**src/rtl/weight_packer_16_pkg.sv**
```systemverilog
`default_nettype none
// ============================================================================
// Module   : weight_packer_16_pkg
// Brief    : Shared widths and state encodings for the weight packer.
// Revision : 1.0
// ============================================================================
package weight_packer_16_pkg;

    localparam int DEF_WEIGHT_WIDTH = 8;
    localparam int PACK_LANES       = 16;
    localparam int DEF_CNT_W        = 5;

    typedef enum logic [0:0] {
        ST_FILL = 1'b0,
        ST_FULL = 1'b1
    } pack_state_e;

endpackage : weight_packer_16_pkg
`default_nettype wire

```
**src/rtl/weight_packer_16.sv**
```systemverilog
`default_nettype none
// ============================================================================
// Module   : weight_packer_16
// Brief    : Packs up to 16 serial operands into one 16-lane word for the adder.
// Revision : 1.0
// ============================================================================
module weight_packer_16
    import weight_packer_16_pkg::*;
#(
    parameter int WEIGHT_WIDTH = DEF_WEIGHT_WIDTH,
    parameter int LANES        = PACK_LANES,
    parameter int CNT_W        = DEF_CNT_W
) (
    input  logic                          clk,
    input  logic                          rst_n,
    input  logic                          in_valid_i,
    output logic                          in_ready_o,
    input  logic [WEIGHT_WIDTH-1:0]       in_data_i,
    input  logic                          in_last_i,
    output logic                          out_valid_o,
    input  logic                          out_ready_i,
    output logic [LANES*WEIGHT_WIDTH-1:0] out_data_o,
    output logic [CNT_W-1:0]              out_count_o
);

    pack_state_e      state_q;
    logic [CNT_W-1:0] idx_q;
    logic [CNT_W-1:0] out_count_q;
    logic             out_valid_q;

    logic in_fire;
    logic out_fire;
    logic grp_close;
    logic clr_lanes;

    // While a group is held, a new operand can only enter as the old group leaves.
    assign in_ready_o = rst_n & ((state_q == ST_FILL) | out_ready_i);
    assign in_fire    = in_valid_i & in_ready_o;
    assign out_fire   = out_valid_q & out_ready_i;
    assign grp_close  = in_last_i | (idx_q == CNT_W'(LANES - 1));
    assign clr_lanes  = (state_q == ST_FULL) & out_fire;

    assign out_valid_o = out_valid_q;
    assign out_count_o = out_count_q;

    generate
        for (genvar k = 0; k < LANES; k++) begin : g_lane
            logic                    wr_en;
            logic [WEIGHT_WIDTH-1:0] lane_d;
            logic [WEIGHT_WIDTH-1:0] lane_q;

            // In FULL the only writable lane is 0: the first operand of the next group.
            assign wr_en = in_fire & ((state_q == ST_FILL) ? (idx_q == CNT_W'(k)) : (k == 0));

            always_comb begin
                lane_d = lane_q;
                if (clr_lanes) begin
                    lane_d = '0;
                end
                if (wr_en) begin
                    lane_d = in_data_i;
                end
            end

            always_ff @(posedge clk or negedge rst_n) begin
                if (!rst_n) begin
                    lane_q <= '0;
                end else begin
                    lane_q <= lane_d;
                end
            end

            assign out_data_o[k*WEIGHT_WIDTH +: WEIGHT_WIDTH] = lane_q;
        end
    endgenerate

    always_ff @(posedge clk or negedge rst_n) begin
        if (!rst_n) begin
            state_q     <= ST_FILL;
            idx_q       <= '0;
            out_count_q <= '0;
            out_valid_q <= 1'b0;
        end else begin
            case (state_q)
                ST_FILL: begin
                    if (in_fire) begin
                        if (grp_close) begin
                            state_q     <= ST_FULL;
                            out_valid_q <= 1'b1;
                            out_count_q <= idx_q + CNT_W'(1);
                            idx_q       <= '0;
                        end else begin
                            idx_q <= idx_q + CNT_W'(1);
                        end
                    end
                end
                ST_FULL: begin
                    if (out_fire) begin
                        if (in_fire && in_last_i) begin
                            out_count_q <= CNT_W'(1);
                            idx_q       <= '0;
                        end else begin
                            state_q     <= ST_FILL;
                            out_valid_q <= 1'b0;
                            out_count_q <= '0;
                            idx_q       <= in_fire ? CNT_W'(1) : '0;
                        end
                    end
                end
                default: begin
                    state_q <= ST_FILL;
                end
            endcase
        end
    end

endmodule : weight_packer_16
`default_nettype wire

```
**config.mk**
```make
export PLATFORM = sky130hd
export DESIGN_NAME = weight_packer_16
export DESIGN_NICKNAME = d
export VERILOG_FILES = /design/src/rtl/weight_packer_16_pkg.sv /design/src/rtl/weight_packer_16.sv
export SDC_FILE = /design/constraint.sdc
export NUM_CORES = 1
export LEC_CHECK = 0
export ABC_AREA = 0
export BUFFER_PORTS_ARGS = -buffer_cell sky130_fd_sc_hd__buf_2
export CELL_PAD_IN_SITES_DETAIL_PLACEMENT = 1
export CELL_PAD_IN_SITES_GLOBAL_PLACEMENT = 1
export CORE_ASPECT_RATIO = 0.75
export CORE_MARGIN = 5
export CORE_UTILIZATION = 45
export CTS_CLUSTER_DIAMETER = 40
export DETAILED_ROUTE_END_ITERATION = 6
export GPL_TIMING_DRIVEN = 0
export PLACE_DENSITY_LB_ADDON = 0.08
export SLEW_MARGIN = 20
export SYNTH_ARGS = -nofsm -noshare
export SYNTH_HDL_FRONTEND = slang
export SYNTH_SLANG_ARGS = --single-unit
```
**constraint.sdc**
```tcl
create_clock -name clk -period 4.65 [get_ports clk]
set_input_delay 0.465 -clock clk [delete_from_list [all_inputs] [get_ports clk]]
set_output_delay 0.465 -clock clk [all_outputs]
set_load 0.02 [all_outputs]
```
# == After elaboration in Yosys (flattened, before gate mapping) ==
# Index checks and enable logic that the tools add are counted.
# word_totals
regBits,140
in_bits,13
output_inout_bits,135
elab_cells,138
# classes
addsub,1
n_eq_ne,19
n_mux,54
bitwise,23
n_reduce_logical,21
# op_table
operator,count
8-bit 2-to-1 mux,17
"5-bit by 4-bit == test with 1-bit output, second input constant",8
2-bit nonzero test,16
5-bit 2-to-1 mux,6
1-bit 2-to-1 mux,27
1-bit bitwise AND,20
"5-bit by 3-bit == test with 1-bit output, second input constant",4
5-bit case mux with 2 select lines,2
"5-bit by 2-bit == test with 1-bit output, second input constant",2
"2-bit inequality test, second input constant",3
"5-bit by 1-bit adder with 5-bit output, second input constant",1
"5-bit by 1-bit == test with 1-bit output, second input constant",1
5-bit logical NOT,1
1-bit case mux with 2 select lines,2
4-bit AND reduction,1
3-bit AND reduction,1
"2-bit by 1-bit inequality test with 1-bit output, second input constant",1
1-bit OR,2
2-bit AND reduction,1
1-bit logical AND,1
1-bit NOT,1

# == Longest topological paths before layout ==
# Gate-level depths: netlist (run 1).
# depth
word_depth,8
depth_mapped,8
ltp_nobuf,6

# == Worst setup path after synthesis (run 1) ==
# Ideal clock, no wire load.
# synth_path
path_type,reg2reg
startpoint,reg idx_q[0]
endpoint,reg out_count_q[0] (netlist: out_count_o[0])
setup_ns,0.125
arrival_ns,2.015
t_required_ns,4.525
slack_ns,2.511
stages_incl_launch_ff,8
n_path_buf,1
synth_period_minus_slack_ns,2.139
path_cell_list,dfrtp_1 -> ha_1 -> buf_2 -> and3_1 -> ha_1 -> or3_4 -> o21ai_1 -> mux2_2
# synth_via
elab_chain_cells,4
elab_cells_between_ends,8
classes_between,1 x add/sub; 2 x eq/ne; 3 x mux; 1 x bitwise; 1 x reduce/logical
# synth_rtl
item,line,text
"start, declared",weight_packer_16.sv:27,logic [CNT_W-1:0] idx_q;
"start signal, assigned",weight_packer_16.sv:93,idx_q <= idx_q + CNT_W'(1);
"start signal, assigned",weight_packer_16.sv:106,idx_q <= in_fire ? CNT_W'(1) : '0;
5-bit by 1-bit adder with 5-bit output / 5-bit by 4-bit == test with 1-bit output (equally long branches),"weight_packer_16.sv:90, weight_packer_16.sv:40",
5-bit 2-to-1 mux / 1-bit OR (equally long branches),"weight_packer_16.sv:87, weight_packer_16.sv:40",
5-bit 2-to-1 mux / 2-bit inequality test (equally long branches),-,
5-bit case mux with 2 select lines / 3-bit AND reduction (equally long branches),-,
"end signal, assigned",weight_packer_16.sv:90,out_count_q <= idx_q + CNT_W'(1);
"end, declared",weight_packer_16.sv:28,logic [CNT_W-1:0] out_count_q;
# Several ways; a longest one is shown, not always the timed one. The select of a mux whose other input is x is not followed.
# A chain may end at the register's enable or synchronous reset.

# == Worst setup path in the final report (run 1) ==
# Ends and elaborated chain as after synthesis.

==> flow_metrics.py, run 1 <==
metrics = {
    "flow_run": {
        "maxCapViolCount": 0,
    },
    "synthesis": {
        "synth_edf_count": 0,
        "synth_ff_type": "dfrtp_1",
        "yosysSeqAreaShare": 0.5788,
        "syn_area_mm2": 0.006053,
        "yosysTopAreaCellShare": 0.5788,
        "ys_ff_latch": 140,
        "synth_nets": 534,
        "yosysMostFrequentCell": "dfrtp_1",
        "synth_top_cells_by_area": "dfrtp_1 58%, mux2i_1 20%, nand2_1 7.6%",
        "ys_async_sr_fraction": 1.000,
        "netlist-cell-type-count": 47,
        "synth_warnings": 0,
        "yosys-top-cells-count": "140 x dfrtp_1, 123 x nand2_1, 120 x mux2i_1, 17 x clkbuf_1, 15 x nand3_1",
        "avgSynthCellArea_um2": 11.73,
        "syn-instance-count": 516,
        "synth_largest_area_cell": "dfrtp_1",
    },
    "timing": {
        "finalHoldViolCount": 0,
        "slew_headroom": 0.4762,
        "min_period_over_period": 0.5225,
        "worst_pin_slew_ns": 0.7857,
        "timing.fmax_mhz": 411.6,
        "finalSetupTns_ns": 0,
        "skew_ns": 0.004450,
        "setup_ws_ns": 2.220,
        "fin_crit_ns": 2.430,
        "finalSetupViolCount": 0,
        "hold_ws_ns": 0.001300,
        "slew_violations": 0,
        "rsz0062_at_grt": "false",
    },
    "global_routing": {
        "first_global_vias": 5157,
        "grt_max_degree": 79,
        "antenna_found_initial": 0,
        "grt_usage": 0.2370,
        "overflow": 0,
        "grt_pass1_wl_mm": 28.95,
    },
    "critical_path": {
        "reg2reg_to": "out_count_o[0]",
        "cpMostUsedCell": "ha_1",
        "reg2regPathDepth": 7,
        "worstPathArrival_ns": 2.73,
        "r2r-start": "idx_q[0]",
        "critPathCaptureType": "flip-flop",
        "setup.worst_path.start_class": "flip-flop",
        "path_delay_family": "simple AND/OR/NAND/NOR gates",
        "max_stage_delay_ns": 0.46,
        "cp_cell_sequence": "ha_1, buf_2, and3_1, ha_1, or3_4, o21ai_1, mux2_2",
        "crit_path_max_fanout": 7,
        "crit_type": "reg2reg",
        "slowest_stage": "dfrtp_1",
        "reg2reg_slack_ns": 2.22,
        "required_ns": 4.95,
        "path_buf_inv": 1,
    },
    "detailed_routing": {
        "first_pass_iters": 6,
        "routed_wl_mm": 17.98,
        "vias": 4580,
        "antenna_left": 0,
        "drc": 0,
        "detail_route.iter0.violations": 177,
        "vias_per_cell": 5.289,
        "wire_per_inst_um": 20.76,
    },
    "clock_tree": {
        "cts_tree": "yes",
        "clock_path_buffers": 2,
        "cts_root_buf": "clkbuf_16",
        "numCtsBuffers": 17,
        "holdBufCountCts": 0,
        "cts-resized-gates": 0,
        "cts_sinks": 140,
        "path_clk_slew_ns": 0.06,
        "post_cts_buffers": 0,
        "insertion_delay_ns": 0.42,
        "h-tree-depth": 4,
    },
    "pwr": {
        "p_total_mw": 3.586,
        "p_comb_frac": 0.230,
        "p_seq_frac": 0.410,
        "power_density_mw_per_mm2": 471.7,
        "leakage_nw": 4.530,
        "internal-power_mw": 2.401,
        "p_sw_mw": 1.185,
        "ir_worst_vdd_uv": 416.9,
        "netSwitchingFraction": 0.3305,
        "p_clk_frac": 0.360,
    },
    "floorplanning": {
        "io-pin-count": 148,
        "core-area_mm2": 0.01311,
        "initial_core_util": 0.4618,
        "fp.dieArea_mm2": 0.01590,
        "rows": 36,
        "die_h_um": 110.4,
        "die_width_um": 143.9,
    },
    "worst_hold_path": {
        "hold_class": "in2async",
    },
    "placement": {
        "dp_hpwl_mm": 12.45,
        "pre_cts_slack_ns": 2.032,
        "portBuffers": 147,
        "finalWeightedCongestion": 0.8210,
    },
    "final_layout": {
        "area_delta_synth_final_pct": 25.59,
        "insertedDiodeCount": 0,
        "drive_gt1_frac": 0.3108,
        "final_core_util": 0.5800,
        "fill_cells": 1432,
        "fin_nets": 701,
    },
    "run_status": {
        "status": "complete, no violations",
    },
}
==> sequential cells by signal, indices dropped and copies added (netlist names) <==
register       flops
idx_q              5
out_valid_o        1
out_count_o        5
g_lane.lane_q    128
state_q            1
==> worst max-delay path by stage <==
stage,from,end,slack (ns),depth (start not counted)
after CTS,idx_q[0],out_count_o[0],2.23,7
after global placement,rst_n,g_lane[12].lane_q[2],0.07,4
after detailed placement,rst_n,g_lane[12].lane_q[1],2.03,5
after floorplan,idx_q[0],out_count_o[0],2.51,7
final,idx_q[0],out_count_o[0],2.22,7
after global routing,idx_q[0],g_lane[15].lane_q[7],2.13,8
==> layout make-up <==
cell class                      count  area (um^2)  area share
Multi-Input combinational cell    331         2349      0.3089
Clock buffer                       21        470.5     0.06188
Tap cell                          171        214.0     0.02814
Inverter                           12        45.04    0.005925
Buffer                             33        156.4     0.02057
Clock inverter                     10        91.34     0.01201
Sequential cell                   140         3503      0.4608
Timing Repair Buffer              148        773.2      0.1017
==> worst reg2reg max path, stage by stage, from the launching register on <==
cell and delay, ns:
dfrtp_1 0.46, ha_1 0.23, buf_2 0.19, and3_1 0.23, ha_1 0.23, or3_4 0.41
o21ai_1 0.18, mux2_2 0.38
==> metrics by stage <==
| stage | cell area [um^2] | cells |
|---|---|---|
| global route | 7602 | 866 |
| detailed placement | 7041 | 835 |
| global placement | 7003 | 834 |
| floorplan | 6053 | 516 |
| finish | 7602 | 866 |
| CTS | 7602 | 866 |
==> power by group through the flow <==
stage               registers [mW]  clock network (mW)  logic (mW)
floorplan                     1.63                   0       0.355
global placement              1.48                   0       0.796
detailed placement            1.49                   0       0.820
CTS                           1.47                1.31       0.835
global route                  1.49                1.37       0.903
finish                        1.47                1.29       0.825
==> per-layer routing <==
metal	vias to the layer above	wire (um)	GRT usage
met5	-	0	0
met4	0	203	0.06211
met3	17	1017	0.06266
met2	112	8691	0.3813
met1	2354	8070	0.3179
li1	2097	-	-
==> logic make-up after synthesis <==
kind of cell    after synthesis  share of synthesized area
simple gates                178                     0.1453
xor+xnor                      2                   0.002894
buf+inv                      45                    0.03328
mux                         121                     0.2003
fa+ha+maj                     5                    0.01033
compound gates               25                    0.02914
flops                       140                     0.5788
==> cell usage in the layout, fill, tap and decap left out, types with 3 or more instances in the layout <==
cell and count:
clkbuf_1 18, buf_2 160, nand4_1 3, nand2_1 123, o21ai_0 9, a32o_1 3, clkbuf_8 3, nor2_1 4
clkinv_2 4, and3_1 3, nand3_2 9, clkbuf_16 17, nand3_1 15, dfrtp_1 140, ha_1 5, inv_1 12
mux2i_1 120
Power figures use the tool's default switching activity.
==> inputs of run 2 (changes only) <==
CORE_UTILIZATION = 38   (was 45)
clock period = 2.2 ns   (was 4.65 ns; I/O delays follow)
==> flow_metrics.py, run 2 (same netlist as run 1, synthesis figures left out) <==
metrics = {
    "final_layout": {
        "final_area_mm2": 0.007737,
        "top_register": "g_lane.lane_q",
        "mostFrequentLayoutCells": "159 x buf_2, 139 x dfrtp_1, 123 x nand2_1, 120 x mux2i_1, 20 x clkbuf_1",
        "largest_reg_flops": 128,
        "fin_nets": 705,
        "final_core_util": 0.4892,
        "fill_cells": 1744,
        "drive_gt1_frac": 0.3200,
        "area_delta_synth_final_pct": 27.82,
        "finalNonFillerCells": 910,
        "mostFrequentLayoutCell": "buf_2",
        "insertedDiodeCount": 0,
    },
    "pwr": {
        "netSwitchingFraction": 0.3317,
        "power_density_mw_per_mm2": 983.6,
        "p_clk_frac": 0.357,
        "p_total_mw": 7.611,
        "p_comb_frac": 0.237,
        "internal-power_mw": 5.086,
        "ir_worst_vdd_uv": 441.4,
        "p_seq_frac": 0.406,
        "leakage_nw": 4.549,
        "p_sw_mw": 2.525,
    },
    "detailed_routing": {
        "first_pass_iters": 4,
        "antenna_left": 0,
        "drc": 0,
        "vias_per_cell": 5.014,
        "detail_route.iter0.violations": 160,
        "vias": 4563,
        "routed_wl_mm": 18.40,
        "wire_per_inst_um": 20.22,
    },
    "critical_path": {
        "crit_path_max_fanout": 7,
        "reg2reg_to": "idx_q[2]",
        "setup.worst_path.start_class": "flip-flop",
        "cpMostUsedCell": "ha_2",
        "worstPathArrival_ns": 2.41,
        "critPathCaptureType": "flip-flop",
        "r2r-start": "idx_q[0]",
        "crit_type": "reg2reg",
        "reg2regPathDepth": 6,
        "max_stage_delay_ns": 0.41,
        "required_ns": 2.53,
        "slowest_stage": "dfrtp_2",
        "reg2reg_slack_ns": 0.13,
        "cp_cell_sequence": "ha_2, and3_1, ha_2, or3_4, or3b_4, o2bb2ai_2",
    },
    "timing": {
        "slew_headroom": 0.4808,
        "timing.fmax_mhz": 482.3,
        "fin_crit_ns": 2.074,
        "finalSetupViolCount": 0,
        "finalSetupTns_ns": 0,
        "worst_pin_slew_ns": 0.7788,
        "skew_ns": 0.01403,
        "min_period_over_period": 0.9425,
        "slew_violations": 0,
        "rsz0062_at_grt": "false",
        "finalHoldViolCount": 0,
    },
    "placement": {
        "portBuffers": 147,
        "finalWeightedCongestion": 0.7988,
        "place_inst": 874,
        "placed_area_mm2": 0.007089,
        "dp_hpwl_mm": 12.73,
    },
    "run_status": {
        "status": "complete, no violations",
    },
    "worst_hold_path": {
        "min_path_cells": 3,
        "min_to": "out_valid_o",
        "min_from": "out_ready_i",
        "hold_class": "in2reg",
    },
    "floorplanning": {
        "io-pin-count": 148,
        "initial_core_util": 0.3828,
        "core-area_mm2": 0.01582,
        "die_h_um": 119.3,
        "fp.dieArea_mm2": 0.01858,
        "die_width_um": 155.7,
        "rows": 40,
    },
    "clock_tree": {
        "path_clk_slew_ns": 0.06,
        "cts_tree": "yes",
        "h-tree-depth": 4,
        "clock_path_buffers": 2,
        "numCtsBuffers": 17,
        "insertion_delay_ns": 0.42,
        "cts_sinks": 140,
        "cts_root_buf": "clkbuf_16",
    },
    "global_routing": {
        "grt_pass1_wl_mm": 28.68,
        "grt_max_degree": 90,
        "overflow": 0,
        "first_global_vias": 5047,
        "antenna_found_initial": 0,
        "grt_usage": 0.1996,
    },
    "flow_run": {
        "maxCapViolCount": 0,
    },
}
run 2: cell count changes in the layout (fill, tap and decap cells not counted), moves of 2 or more:
cell        previous run  this run
clkinvlp_4             2         4
ha_1                   5         3
buf_4                  1         3
ha_2                   0         2
clkbuf_1              18        20
run 2: worst max-delay path by stage:
stage,start,endpoint,slack (ns),cells after the start
final,idx_q[0],idx_q[2],0.13,6
after global routing,state_q,g_lane[4].lane_q[2],0.02,6
after CTS,idx_q[0],idx_q[2],0.02,7
after detailed placement,idx_q[0],out_count_o[0],-0.17,7
after global placement,rst_n,g_lane[8].lane_q[6],-2.09,5
after floorplan,idx_q[0],out_count_o[0],0.06,7
run 2: power by group through the flow:
| stage | Sequential [mW] | Clock [mW] | Combinational, mW |
|---|---|---|---|
| 5_1_grt | 3.13 | 2.87 | 1.98 |
| 2_1_floorplan | 3.45 | 0 | 0.751 |
| 4_1_cts | 3.09 | 2.76 | 1.81 |
| 6_report | 3.09 | 2.72 | 1.80 |
| 3_3_place_gp | 3.13 | 0 | 1.71 |
| 3_5_place_dp | 3.15 | 0 | 1.76 |
run 2: cell type report:
cell class	instances	area, um^2	share of cell area
Timing Repair Buffer	153	850.8	0.1100
Clock inverter	10	92.59	0.01197
Sequential cell	140	3505	0.4529
Buffer	32	151.4	0.01957
Multi-Input combinational cell	331	2366	0.3058
Clock buffer	22	464.2	0.05999
Tap cell	210	262.8	0.03396
Inverter	12	45.04	0.005821
run 2: timing repair:
item	in CTS	in global routing
endpoints found under the setup margin	5	38
hold buffers	2	0
cloned	0	1
pin swaps	1	0
endpoints found under the hold margin	59	0
buffers inserted	1	1
gates resized for setup	3	3
run 2: metrics by stage:
| step | setup slack (ns) | hold WS (ns) |
|---|---|---|
| 6_report | 0.1264 | 0.1340 |
| 5_1_grt | 0.01801 | 0.1431 |
| 4_1_cts | 0.02181 | 0.1132 |
| 3_5_place_dp | -0.1690 | 0.1850 |
| 3_3_place_gp | -2.090 | 0.4745 |
| 2_1_floorplan | 0.06078 | -0.07559 |
run 2: metal layers:
| metal | track usage | wire length, um | up-vias |
|---|---|---|---|
| li1 | - | - | 2096 |
| met1 | 0.2652 | 8274 | 2333 |
| met2 | 0.3232 | 8922 | 115 |
| met3 | 0.06066 | 1039 | 19 |
| met4 | 0.04429 | 166 | 0 |
| met5 | 0 | 0 | - |
run 2: critical path, delay by kind of cell (launching register included):
kind	cells	cell delay, ns
simple gates	3	0.99
fa+ha+maj	2	0.45
flops	1	0.41
compound gates	1	0.14
